===== src/rtl/tone_player.sv =====
// tone_player: beat-sequenced square-wave tone generator.
//   Walks a song table one quarter-beat at a time (beat_num out, tone in)
//   and synthesises a square wave at the current tone frequency using a
//   phase accumulator that toggles audio every CLK_FREQ/2 of accumulated Hz.
// Ports:
//   clk      - system clock, all state on rising edge
//   rst      - synchronous active-high reset
//   start    - one-cycle request to (re)start playback at beat 0
//   pause    - level, freezes playback while high
//   loop_en  - level, wrap to beat 0 after LAST_BEAT instead of finishing
//   tone     - Hz for the current beat, from the song table
//   beat_num - current quarter-beat index (registered)
//   audio    - square-wave output (registered)
//   playing  - high while playing or paused
//   done     - one-cycle pulse when the song ends without looping
module tone_player #(
  parameter int unsigned CLK_FREQ   = 100_000_000,
  parameter int unsigned BEAT_HZ    = 8,
  parameter int unsigned LAST_BEAT  = 107,
  parameter int unsigned SILENCE_HZ = 20000
) (
  input  logic        clk,
  input  logic        rst,
  input  logic        start,
  input  logic        pause,
  input  logic        loop_en,
  input  logic [31:0] tone,
  output logic [7:0]  beat_num,
  output logic        audio,
  output logic        playing,
  output logic        done
);

  localparam int unsigned BEAT_TICKS = CLK_FREQ / BEAT_HZ;
  localparam int unsigned HALF       = CLK_FREQ / 2;
  localparam int unsigned TW         = $clog2(BEAT_TICKS);
  localparam logic [TW-1:0] TIMER_LAST = TW'(BEAT_TICKS - 1);
  localparam logic [7:0]    BEAT_LAST  = 8'(LAST_BEAT);

  typedef enum logic [1:0] {S_IDLE, S_PLAY, S_PAUSE, S_DONE} state_t;

  state_t        r_state;
  logic [TW-1:0] r_timer;
  logic [31:0]   r_acc;
  logic [31:0]   r_tone_q;
  logic [7:0]    r_beat;
  logic          r_audio;
  logic          r_playing;
  logic          r_done;

  logic          w_silent;
  logic [31:0]   w_sum;
  logic          w_cross;
  logic          w_timer_last;

  assign w_silent     = (r_tone_q == '0) || (r_tone_q >= SILENCE_HZ);
  // r_acc stays below HALF, so the sum cannot overflow 32 bits for tones <= 2**31
  assign w_sum        = r_acc + r_tone_q;
  assign w_cross      = (w_sum >= HALF);
  assign w_timer_last = (r_timer == TIMER_LAST);

  always_ff @(posedge clk) begin
    if (rst) begin
      r_state   <= S_IDLE;
      r_timer   <= '0;
      r_acc     <= '0;
      r_tone_q  <= '0;
      r_beat    <= '0;
      r_audio   <= 1'b0;
      r_playing <= 1'b0;
      r_done    <= 1'b0;
    end else begin
      r_tone_q <= tone;
      r_done   <= 1'b0;
      case (r_state)
        S_IDLE: begin
          r_audio <= 1'b0;
          r_beat  <= '0;
          if (start) begin
            r_state   <= S_PLAY;
            r_playing <= 1'b1;
            r_timer   <= '0;
            r_acc     <= '0;
          end
        end
        S_DONE: begin
          r_state   <= S_IDLE;
          r_audio   <= 1'b0;
          r_playing <= 1'b0;
        end
        S_PLAY, S_PAUSE: begin
          if (start) begin
            r_state <= S_PLAY;
            r_beat  <= '0;
            r_timer <= '0;
            r_acc   <= '0;
            r_audio <= 1'b0;
          end else if (pause) begin
            // everything holds; only the state changes
            r_state <= S_PAUSE;
          end else begin
            // the cycle that leaves PAUSE is itself a playing cycle, so a
            // pause of N cycles delays the next beat by exactly N
            r_state <= S_PLAY;
            if (w_silent) begin
              r_acc   <= '0;
              r_audio <= 1'b0;
            end else if (w_cross) begin
              r_acc   <= w_sum - HALF;
              r_audio <= ~r_audio;
            end else begin
              r_acc <= w_sum;
            end
            if (w_timer_last) begin
              r_timer <= '0;
              if (r_beat == BEAT_LAST) begin
                r_beat <= '0;
                if (!loop_en) begin
                  r_state   <= S_DONE;
                  r_playing <= 1'b0;
                  r_done    <= 1'b1;
                  r_audio   <= 1'b0;
                  r_acc     <= '0;
                end
              end else begin
                r_beat <= r_beat + 8'd1;
              end
            end else begin
              r_timer <= r_timer + 1'b1;
            end
          end
        end
        default: begin
          r_state <= S_IDLE;
        end
      endcase
    end
  end

  assign beat_num = r_beat;
  assign audio    = r_audio;
  assign playing  = r_playing;
  assign done     = r_done;

endmodule


===== config.mk =====
export PLATFORM = sky130hd
export DESIGN_NAME = tone_player
export DESIGN_NICKNAME = d
export VERILOG_FILES = /design/src/rtl/tone_player.sv
export SDC_FILE = /design/constraint.sdc
export NUM_CORES = 1
export LEC_CHECK = 0
export ABC_AREA = 1
export CORE_MARGIN = 4
export CORE_UTILIZATION = 44
export CTS_CLUSTER_DIAMETER = 200
export DETAILED_ROUTE_END_ITERATION = 12
export PLACE_DENSITY = 0.63
export RECOVER_POWER = 100
export SKIP_LAST_GASP = 1
export SYNTH_ARGS = -nofsm -noshare
export SYNTH_HDL_FRONTEND = slang
export SYNTH_SLANG_ARGS = --single-unit
export TNS_END_PERCENT = 1

===== constraint.sdc =====
create_clock -name clk -period 3.68 [get_ports clk]
set_clock_uncertainty 0.15 [all_clocks]
set_input_delay 0.368 -clock clk [delete_from_list [all_inputs] [get_ports clk]]
set_output_delay 0.368 -clock clk [all_outputs]
set_load 0.05 [all_outputs]

==> results of run 1 <==
Yosys cell counts, types with 2 or more instances:
cell type  count
a211oi_1       6
a21boi_1       2
a21oi_1       66
a21oi_2        2
a31oi_1        4
and2_1         3
buf_1          4
buf_2          6
buf_4          2
buf_6          3
clkbuf_1       4
dfxtp_1      101
ha_1          36
inv_1        205
inv_2         15
nand2_1      401
nand2_2       12
nand3_1      101
nand3_2        3
nand3b_1       8
nand4_1       22
nor2_1       135
nor2_2         9
nor2_4         3
nor3_1        32
nor3_2         2
nor3b_1        5
nor4_1        17
o211ai_1       2
o21a_1         3
o21ai_0       15
xnor2_1        3
xor2_1         8
stage by stage:
stage | instance area (µm²) | utilization
after floorplan | 7380 | -
after global placement | 8090 | 0.490
after detailed placement | 8090 | 0.490
after CTS | 8370 | 0.507
after global routing | 8410 | 0.509
final | 8410 | 0.509
kinds of logic after synthesis:
kind of cell	Yosys count	share of synthesized area
flops	101	0.274
fa+ha+maj	37	0.0637
compound gates	102	0.0764
xor+xnor	11	0.0131
buf+inv	239	0.127
simple gates	757	0.446
how the worst max path moves through the flow:
stage / cells after the start / end / slack, ns
2_1_floorplan: 21 / r_acc[10]$_SDFFE_PP0P_ / 0.89
3_3_place_gp: 19 / r_acc[8]$_SDFFE_PP0P_ / 0.36
3_5_place_dp: 23 / r_acc[14]$_SDFFE_PP0P_ / 0.33
4_1_cts: 21 / audio$_SDFFE_PP0P_ / 0.31
5_1_grt: 22 / r_acc[10]$_SDFFE_PP0P_ / 0.02
6_report: 18 / r_acc[8]$_SDFFE_PP0P_ / 0.29
sequential cells by signal, indices dropped and copies added, names as in the netlist:
signal	flops
r_acc	32
r_tone_q	32
r_timer	24
beat_num	8
r_state	2
audio	1
done	1
playing	1
layout make-up:
| cell class | count | area (µm²) |
|---|---|---|
| fillers | 1753 | 8120 |
| multi-input cells | 907 | 4440 |
| flip-flops and latches | 101 | 2020 |
| inverters | 220 | 826 |
| repair buffers | 58 | 567 |
| well taps | 220 | 275 |
| clock buffers | 12 | 246 |
| clock inverters | 4 | 33.8 |
critical path: cells and delay by family (launching register included):
family	cells	cell delay, ns
fa+ha+maj	2	0.66
buf+inv	2	0.39
compound gates	3	0.42
flops	1	0.32
simple gates	11	1.31
metal layers:
metal	global-route usage	vias up	routed length, µm
met3	0.0427	24	1450
met4	0.0593	0	335
met5	0	-	0
met1	0.330	3436	10400
li1	-	4028	-
met2	0.363	239	9370
placed cells by master, fill, tap and decap left out, types with 10 or more instances in the layout:
cell             count
dfxtp_1            101
o21ai_0             15
nor3_1              31
inv_1              205
clkdlybuf4s50_1     35
ha_1                36
nand2_2             12
inv_2               15
clkbuf_16           10
nor4_1              17
nand3_1            101
a21oi_1             66
nand2_1            401
nand4_1             22
dlygate4sd3_1       11
nor2_1             135
what timing repair did:
item,CTS,global route
buffers inserted,0,2
setup endpoints to repair,0,9
gates resized for setup,0,1
report_power, final:
group	switching [mW]	internal [mW]	leakage, nW
clock	0.430	0.482	0.133
sequential	0.0247	1.12	0.823
combinational	0.237	0.132	3.10
==> reports/qor.log, run 1 <==
INFO  power          total_power=2.42mW
INFO  setup_path     worst-endpoint-arrival=3.46ns
INFO  floorplanning  initial_utilization=0.447
INFO  cts            cts_inserted_buffers=9
INFO  logic_synthesis synth-async-reset-ratio=0
INFO  timing         transition_time_at_the_pin_with_the_least_slew_margin=1.14ns
INFO  logic_synthesis synth_top_flop_cell=dfxtp_1
INFO  logic_synthesis post_synthesis_average_cell_area=5.92µm²
INFO  floorplanning  chipWidth=138µm
INFO  grt            antenna_violations_before_repair=0
INFO  cts            ctsHtreeMaxLevel=3
INFO  route          wl_per_cell=14.1µm
INFO  power          total_leakage_power=4.05nW
INFO  cts            max-clock-path-buffers=2
INFO  final_layout   num_antenna_cells=0
INFO  logic_synthesis post_synth_main_area_contributors=dfxtp_1 (27%), nand2_1 (20%), inv_1 (10%), nor2_1 (6.9%), nand3_1 (6.8%)
INFO  setup_path     critPathMaxStageDelay=0.41ns
INFO  floorplanning  rows=47
INFO  hold_path      worst_hold_startpoint=r_acc[23]$_SDFFE_PP0P_
INFO  route          drt_iter0_drc=546
INFO  final_layout   final-instance-count-excl-fill=1522
INFO  logic_synthesis yosysTopAreaCell=dfxtp_1
INFO  logic_synthesis post-synth-top-area-fraction=0.274
INFO  power          power.ir.vdd_worst=0.263mV
INFO  cts            ctsHoldBuffers=0
INFO  final_layout   flow.area_growth_from_synthesis=13.9%
INFO  setup_path     critPathSlowestCell=fa_1
INFO  setup_path     criticalPathCategory=register to register
INFO  placed_design  io_buffers=47
INFO  timing         totalNegativeSetupSlack=0ns
INFO  cts            clk-insertion-delay-late=0.36ns
INFO  setup_path     r2r-start=r_acc[0]$_SDFFE_PP0P_
INFO  route          drt-pass1-iter-count=5
INFO  grt            grt_max_degree=51
INFO  placed_design  dpl.cell_count=1503
INFO  setup_path     worstSetupStartpoint=r_acc[0]$_SDFFE_PP0P_
INFO  hold_path      timing.hold.worst_path_depth=2
INFO  run_status     outcome=finished clean
INFO  setup_path     timing.reg2reg.worst_path_depth=18
INFO  timing         finalCritPeriodShare=0.920
INFO  setup_path     start_kind=register
INFO  setup_path     critPathMostFrequentCell=nand2_1
INFO  cts            worst_setup_hold_path_clk_slew=0.07ns
INFO  route          drc=0
INFO  hold_path      capture_endpoint_of_the_worst_hold_path=r_acc[23]$_SDFFE_PP0P_
INFO  timing         rsz0062_at_grt=false
INFO  grt            global_route.overflow_total=0
INFO  cts            cts_num_sinks=101
INFO  setup_path     critical_path.endpoint_type=register
INFO  timing         fmax=0.295GHz
INFO  route          final_antenna_net_count=0
INFO  logic_synthesis synth_edf_count=0
INFO  timing         fin_worst_hold_slack=0.322ns
INFO  route          wirelength=21500µm
INFO  flow_run       cap_violations=0
INFO  logic_synthesis synth-warning-count=0
INFO  floorplanning  die_area=18900µm²
INFO  floorplanning  dieHeight=138µm
INFO  floorplanning  io_pins=48
INFO  hold_path      hold_path.class=register to register
INFO  floorplanning  core=16500µm²
INFO  timing         setup-violations-final=0
INFO  setup_path     ff2ff_setup_slack=0.29ns
INFO  logic_synthesis synthCells=1247
INFO  placed_design  place.gp.congestion=0.914
INFO  cts            cts_root_buffer=clkbuf_16
INFO  power          power_density=288nW/µm²
INFO  timing         maxSlewViolCount=0
INFO  timing         period_minus_slack=3.39ns
INFO  timing         hold_viol_final=0
INFO  timing         max_slew_headroom_at_the_worst_pin=0.240
INFO  setup_path     path_cells=ha_1 -> fa_1 -> nand2_1 -> a21oi_1 -> buf_4 -> nand3_1 -> nand3_1 -> nand3b_1 -> nand2_1 -> nand2_1 -> nand2_1 -> nor2_1 -> nand2_1 -> nor2_4 -> nand3_4 -> clkbuf_16 -> o211ai_1 -> a21oi_1
INFO  route          routed_via_density=5.08
INFO  grt            grt_util_all_layers=0.232
INFO  setup_path     path_max_fanout=19
INFO  final_layout   post_route_cells_drive_above_1_share=0.0568
INFO  logic_synthesis synth-seq-area-share=0.274
INFO  grt            grt_first_pass_wirelength=34600µm
INFO  final_layout   finish.net_count=1371
INFO  timing         finalWorstSetupSlack=0.293ns
INFO  placed_design  placement.setup.worst_slack=0.332ns
INFO  grt            first_global_vias=7048
INFO  setup_path     reg2reg_to=r_acc[8]$_SDFFE_PP0P_
INFO  cts            cts_tree=done
INFO  placed_design  detailedPlacementHpwl=17200µm
INFO  route          via_count=7727
INFO  logic_synthesis synth_nets=1321
INFO  logic_synthesis synthDistinctLibCells=40
INFO  logic_synthesis cell_area_synth=7380µm²
INFO  logic_synthesis synth.ff_latch_count=101
INFO  setup_path     critPathRequiredTime=3.75ns
Power figures use the tool's default switching activity.
==> run 2: changes to the inputs <==
Clock period 3.68 ns to 3.2 ns, I/O delays scaled along.
==> run 2 against run 1 <==
Fmax up 8.2%. Sequential cell count is the same. Critical endpoint is now r_acc[11]$_SDFFE_PP0P_. Power rose by 16%. Worst setup slack worse by 0.22 ns. Die area unchanged. Sequential power up 15%.
==> reports/qor.log, run 2 (same netlist as run 1, synthesis figures left out) <==
INFO  run_status     outcome=finished clean
INFO  cts            worst_setup_hold_path_clk_slew=0.07ns
INFO  timing         rsz0062_at_grt=true
INFO  power          power_density=327nW/µm²
INFO  setup_path     timing.reg2reg.worst_path_depth=21
INFO  power          switching_share=0.287
INFO  setup_path     criticalPathCategory=register to register
INFO  cts            cts_tree=done
INFO  grt            grt_max_degree=72
INFO  hold_path      capture_endpoint_of_the_worst_hold_path=r_timer[16]$_SDFFE_PP0P_
INFO  final_layout   final-instance-count-excl-fill=1535
INFO  floorplanning  initial_utilization=0.447
INFO  placed_design  postPlaceCellArea=8220µm²
INFO  final_layout   finished_layout_cell_area=8610µm²
INFO  route          drc=0
INFO  timing         maxSlewViolCount=0
INFO  placed_design  io_buffers=47
INFO  floorplanning  io_pins=48
INFO  floorplanning  core=16500µm²
INFO  power          pwr-share-comb=0.156
INFO  timing         max_slew_headroom_at_the_worst_pin=0.505
INFO  floorplanning  rows=47
INFO  route          highest_layer=met4
INFO  setup_path     critPathRequiredTime=3.32ns
INFO  grt            global_route.overflow_total=0
INFO  floorplanning  die_area=18900µm²
INFO  cts            cts_num_sinks=101
INFO  cts            postCtsSetupBuffers=0
INFO  setup_path     path_max_fanout=22
INFO  placed_design  detailedPlacementHpwl=17300µm
INFO  timing         finalCritPeriodShare=0.978
INFO  placed_design  dpl.cell_count=1519
INFO  power          power.ir.vdd_worst=0.241mV
INFO  final_layout   finish.net_count=1384
INFO  floorplanning  dieHeight=138µm
INFO  flow_run       cap_violations=0
INFO  cts            ctsHtreeMaxLevel=3
INFO  route          met1Wirelength=10500µm
INFO  grt            first_global_vias=7061
INFO  cts            cts_root_buffer=clkbuf_16
INFO  route          drt_iter0_drc=559
INFO  route          via_count=7741
INFO  hold_path      timing.hold.worst_path_depth=4
INFO  cts            cts_inserted_buffers=9
INFO  setup_path     ff2ff_setup_slack=0.07ns
INFO  power          share_clk_of_total_power=0.377
INFO  timing         fmax=0.320GHz
INFO  placed_design  placement.setup.worst_slack=-0.0975ns
INFO  cts            max-clock-path-buffers=2
INFO  setup_path     worst-endpoint-arrival=3.25ns
INFO  placed_design  place.gp.congestion=0.946
INFO  grt            grt_first_pass_wirelength=34800µm
INFO  route          drt-pass1-iter-count=5
INFO  route          wl_met3=1520µm
INFO  power          internal_power=2.01mW
INFO  route          wl_per_cell=14.0µm
INFO  hold_path      hold_path.class=input pin to register
INFO  timing         finalWorstSetupSlack=0.0706ns
INFO  grt            grt_util_all_layers=0.233
INFO  final_layout   reg_top3=r_acc x32, r_tone_q x32, r_timer x24
INFO  setup_path     reg2reg_to=r_acc[11]$_SDFFE_PP0P_
INFO  final_layout   num_antenna_cells=0
INFO  timing         setup-violations-final=0
INFO  grt            antenna_violations_before_repair=0
INFO  power          p_sw=808µW
INFO  setup_path     start_kind=register
INFO  hold_path      worst_hold_startpoint=rst
INFO  final_layout   post_route_cells_drive_above_1_share=0.0837
INFO  power          total_power=2.82mW
INFO  final_layout   layout_common_cells=nand2_1 (399), inv_1 (205), nor2_1 (129)
INFO  floorplanning  chipWidth=138µm
INFO  timing         period_minus_slack=3.13ns
INFO  timing         transition_time_at_the_pin_with_the_least_slew_margin=0.743ns
INFO  route          wirelength=21500µm
INFO  setup_path     critical_path.endpoint_type=register
INFO  route          met2_wire_length=9100µm
INFO  setup_path     r2r-start=r_acc[0]$_SDFFE_PP0P_
INFO  final_layout   most_frequent_standard_cell_in_the_layout_excluding_fill_and_tap_cells=nand2_1
INFO  route          final_antenna_net_count=0
INFO  power          total_leakage_power=4.08nW
INFO  final_layout   flow.area_growth_from_synthesis=16.6%
INFO  cts            clk-insertion-delay-late=0.34ns
INFO  cts            ctsHoldBuffers=0
INFO  power          seq_power_share=0.466
INFO  route          routed_via_density=5.04
INFO  timing         hold_viol_final=0
INFO  final_layout   postLayoutCoreUtil=0.521
==> run 2: cell count changes in the layout (fill, tap and decap cells not counted), sizes merged, moves of 2 or more <==
cell,before,now
clkbuf,18,11
clkinv,3,1
inv,220,222
dlygate4sd3,11,0
buf,6,25
clkdlybuf4s50,35,46
==> run 2: timing repair <==
item / CTS / global route
resized for setup: 3 / 22
cloned: 0 / 0
endpoints found under the setup margin: 25 / 37
==> run 2: worst max path at each step <==
stage                       startpoint                      to
2_1_floorplan    r_acc[0]$_SDFFE_PP0P_  r_acc[10]$_SDFFE_PP0P_
3_3_place_gp     r_acc[0]$_SDFFE_PP0P_  r_acc[11]$_SDFFE_PP0P_
3_5_place_dp     r_acc[0]$_SDFFE_PP0P_  r_acc[11]$_SDFFE_PP0P_
4_1_cts        r_tone_q[20]$_SDFF_PP0_  r_acc[11]$_SDFFE_PP0P_
5_1_grt         r_tone_q[4]$_SDFF_PP0_  r_acc[12]$_SDFFE_PP0P_
6_report         r_acc[0]$_SDFFE_PP0P_  r_acc[11]$_SDFFE_PP0P_
==> run 2: cell type report <==
type,count,area [µm²]
fillers,1743,7920
clock inverters,5,43.8
flip-flops and latches,101,2020
repair buffers,71,674
well taps,220,275
clock buffers,11,243
multi-input cells,907,4520
inverters,220,826
==> run 2: per-layer routing <==
| metal | vias to the layer above | track usage |
|---|---|---|
| met2 | 217 | 0.359 |
| met1 | 3437 | 0.331 |
| li1 | 4066 | - |
| met5 | - | 0 |
| met4 | 0 | 0.0565 |
| met3 | 21 | 0.0500 |
==> run 2: power groups by stage <==
stage	Sequential [mW]	Combinational [mW]	Clock [mW]
global route	1.32	0.490	1.13
detailed placement	1.34	0.427	0
floorplan	1.35	0.267	0
finish	1.31	0.440	1.06
global placement	1.34	0.426	0
CTS	1.31	0.430	1.09
==> run 2: stage by stage <==
step / hold WS, ns / setup TNS (ns)
finish: 0.187 / 0
global route: 0.214 / -3.64
CTS: 0.212 / 0
detailed placement: 0.312 / -1.68
global placement: 0.307 / 0
floorplan: 0.277 / 0
==> run 2: worst max-delay path, cell delays in order, from the launching register on <==
cell,delay (ns)
dfxtp_1,0.31
ha_1,0.23
fa_2,0.37
nand2_1,0.11
a21oi_1,0.10
buf_4,0.16
nand3_1,0.07
nand3_1,0.13
nand2_1,0.09
nand2_1,0.10
nor2_2,0.14
nand2_1,0.10
nor2_4,0.12
nand2_2,0.09
nand2_4,0.08
nand2_2,0.09
nand3_4,0.10
buf_12,0.16
nand2_1,0.07
nand2_1,0.06
nand3_1,0.11
a21oi_1,0.14
==> run 3: changes to the inputs <==
Settings changed: CELL_PAD_IN_SITES_DETAIL_PLACEMENT from default to 1, CELL_PAD_IN_SITES_GLOBAL_PLACEMENT from default to 1, CORE_ASPECT_RATIO from default to 1.5, CORE_UTILIZATION 44 to 42, PLACE_DENSITY 0.63 to 0.82, REMOVE_ABC_BUFFERS from default to 1.
==> run 3 against run 2 <==
The run now ends with negative setup slack left. Sequential share of layout area down 0.098 points. Via count up 5.1%. Register-to-register slack worse by 0.10 ns. Sequential power about the same. Design area up 0.48%. Critical path depth down 2. Global-route usage up 3.9 points. Hold slack worse by 0.018 ns. Die area up 4.7%. Critical endpoint is now r_acc[8]$_SDFFE_PP0P_. Largest power group unchanged. Highest routed layer unchanged.
==> reports/qor.log, run 3 (same netlist as run 1, synthesis figures left out) <==
INFO  timing         hold_viol_final=0
INFO  power          power.ir.vdd_worst=0.226mV
INFO  power          p_sw=912µW
INFO  cts            postCtsSetupBuffers=0
INFO  power          power_density=338nW/µm²
INFO  floorplanning  dieHeight=170µm
INFO  cts            ctsHtreeMaxLevel=3
INFO  grt            grt_first_pass_wirelength=42000µm
INFO  timing         rsz0062_at_grt=true
INFO  floorplanning  chipWidth=116µm
INFO  cts            cts_num_sinks=101
INFO  timing         transition_time_at_the_pin_with_the_least_slew_margin=0.839ns
INFO  hold_path      worst_hold_startpoint=rst
INFO  grt            antenna_violations_before_repair=0
INFO  timing         period_minus_slack=3.23ns
INFO  timing         totalNegativeSetupSlack=-0.142ns
INFO  setup_path     path_cells=ha_1 -> fa_2 -> nand2_2 -> nand2_1 -> nand3_2 -> nand2_2 -> nand2_1 -> nand2_1 -> nand2_1 -> nand2_1 -> nand2_1 -> nand2_1 -> nand2_1 -> nand2_4 -> nand2_2 -> nand3_4 -> buf_12 -> o211ai_1 -> a21oi_1
INFO  setup_path     r2r-start=r_acc[0]$_SDFFE_PP0P_
INFO  cts            max-clock-path-buffers=2
INFO  grt            grt_max_degree=72
INFO  timing         setup-violations-final=8
INFO  cts            ctsHoldBuffers=0
INFO  floorplanning  core=17300µm²
INFO  route          drc=0
INFO  grt            first_global_vias=8436
INFO  timing         fmax=0.309GHz
INFO  power          pwr-share-comb=0.155
INFO  power          switching_share=0.312
INFO  route          routed_via_density=5.30
INFO  setup_path     path_max_fanout=19
INFO  cts            clk-insertion-delay-late=0.37ns
INFO  setup_path     timing.reg2reg.worst_path_depth=19
INFO  final_layout   most_frequent_standard_cell_in_the_layout_excluding_fill_and_tap_cells=nand2_1
INFO  route          final_antenna_net_count=0
INFO  route          drt-pass1-iter-count=6
INFO  timing         maxSlewViolCount=0
INFO  grt            global_route.overflow_total=0
INFO  setup_path     critPathMostFrequentCell=nand2_1
INFO  power          share_clk_of_total_power=0.396
INFO  placed_design  detailedPlacementHpwl=21500µm
INFO  final_layout   layout_common_cells=nand2_1 (392), inv_1 (205), nor2_1 (130)
INFO  setup_path     critPathSlowestCell=fa_2
INFO  floorplanning  initial_utilization=0.426
INFO  placed_design  place.gp.congestion=0.934
INFO  final_layout   finish.net_count=1390
INFO  hold_path      timing.hold.worst_path_depth=4
INFO  power          total_leakage_power=4.16nW
INFO  final_layout   finished_layout_cell_area=8650µm²
INFO  cts            worst_setup_hold_path_clk_slew=0.08ns
INFO  power          internal_power=2.01mW
INFO  route          via_count=8133
INFO  setup_path     critPathRequiredTime=3.26ns
INFO  final_layout   flow.area_growth_from_synthesis=17.1%
INFO  floorplanning  die_area=19800µm²
INFO  final_layout   post_route_cells_drive_above_1_share=0.0901
INFO  hold_path      capture_endpoint_of_the_worst_hold_path=beat_num[4]$_SDFFE_PP0P_
INFO  setup_path     ff2ff_setup_slack=-0.03ns
INFO  timing         finalCritPeriodShare=1.01
INFO  hold_path      hold_path.class=input pin to register
INFO  cts            cts_tree=done
INFO  route          drt_iter0_drc=266
INFO  run_status     outcome=finished, violations left
INFO  flow_run       cap_violations=0
INFO  setup_path     critPathMaxStageDelay=0.40ns
INFO  cts            cts_root_buffer=clkbuf_16
INFO  placed_design  io_buffers=47
INFO  timing         max_slew_headroom_at_the_worst_pin=0.440
INFO  floorplanning  io_pins=48
INFO  timing         finalWorstSetupSlack=-0.0338ns
INFO  final_layout   num_antenna_cells=0
INFO  setup_path     worst-endpoint-arrival=3.29ns
INFO  setup_path     criticalPathCategory=register to register
INFO  route          wirelength=26400µm
INFO  floorplanning  rows=59
INFO  placed_design  postPlaceCellArea=8260µm²
INFO  route          wl_per_cell=17.2µm
INFO  cts            cts_inserted_buffers=9
INFO  setup_path     critical_path.endpoint_type=register
INFO  grt            grt_util_all_layers=0.272
INFO  run_status     violated_checks=negative setup slack
INFO  power          seq_power_share=0.449
INFO  setup_path     reg2reg_to=r_acc[8]$_SDFFE_PP0P_
INFO  final_layout   reg_top3=r_acc x32, r_tone_q x32, r_timer x24
INFO  setup_path     start_kind=register
-- run 3: metal layers --
| metal | track usage | vias to the layer above | share of wire |
|---|---|---|---|
| li1 | - | 4056 | - |
| met1 | 0.273 | 3818 | 0.37 |
| met2 | 0.511 | 159 | 0.53 |
| met3 | 0.0292 | 100 | 0.024 |
| met4 | 0.184 | 0 | 0.075 |
| met5 | 0 | - | 0 |
-- run 3: worst max-delay path, delay by kind of cell (launching register included) --
family	cells	cell delay (ns)
AOI/OAI and AO/OA	2	0.31
and+or+nand+nor	14	1.49
DFF	1	0.32
adders and majority gates	2	0.63
buffers and inverters	1	0.17
-- run 3: final cells by class --
| class | instances | area, µm² |
|---|---|---|
| fill | 2453 | 8700 |
| clock buffer | 9 | 225 |
| timing repair buffer | 77 | 706 |
| sequential | 101 | 2020 |
| inverter | 220 | 826 |
| clock inverter | 7 | 91.3 |
| multi-input combinational | 907 | 4510 |
| tap | 213 | 267 |
-- run 3: how the worst max path moves through the flow --
stage	slack, ns	from	depth (start not counted)	to
4_1_cts	-0.02	r_tone_q[15]$_SDFF_PP0_	18	r_acc[8]$_SDFFE_PP0P_
3_5_place_dp	-0.17	r_acc[0]$_SDFFE_PP0P_	19	r_acc[31]$_SDFFE_PP0P_
5_1_grt	-0.25	r_acc[0]$_SDFFE_PP0P_	22	r_acc[9]$_SDFFE_PP0P_
2_1_floorplan	-0.44	r_state[0]$_SDFFE_PP0P_	13	r_acc[8]$_SDFFE_PP0P_
3_3_place_gp	-0.03	r_tone_q[0]$_SDFF_PP0_	21	r_acc[15]$_SDFFE_PP0P_
6_report	-0.03	r_acc[0]$_SDFFE_PP0P_	19	r_acc[8]$_SDFFE_PP0P_
-- run 3: repair_timing --
item,in CTS,in global routing
resized for setup,18,9
endpoints found under the setup margin,26,30
pin swaps,0,1
hold endpoints to repair,0,0
-- run 3: power by group through the flow --
stage	Clock (mW)	Sequential [mW]	Combinational [mW]
4_1_cts	1.19	1.31	0.460
5_1_grt	1.24	1.31	0.503
3_3_place_gp	0	1.34	0.441
2_1_floorplan	0	1.35	0.242
3_5_place_dp	0	1.34	0.452
6_report	1.16	1.31	0.454
-- run 3: through the flow --
step                cells  power, mW  hold slack (ns)   util  setup slack [ns]
global placement     1518       1.78            0.307  0.476           -0.0255
floorplan            1228       1.59            0.239      -            -0.444
CTS                  1534       2.96            0.167  0.498           -0.0222
detailed placement   1518       1.79            0.313  0.476            -0.173
finish               1534       2.92            0.169  0.498           -0.0338
global route         1534       3.05            0.203  0.498            -0.252
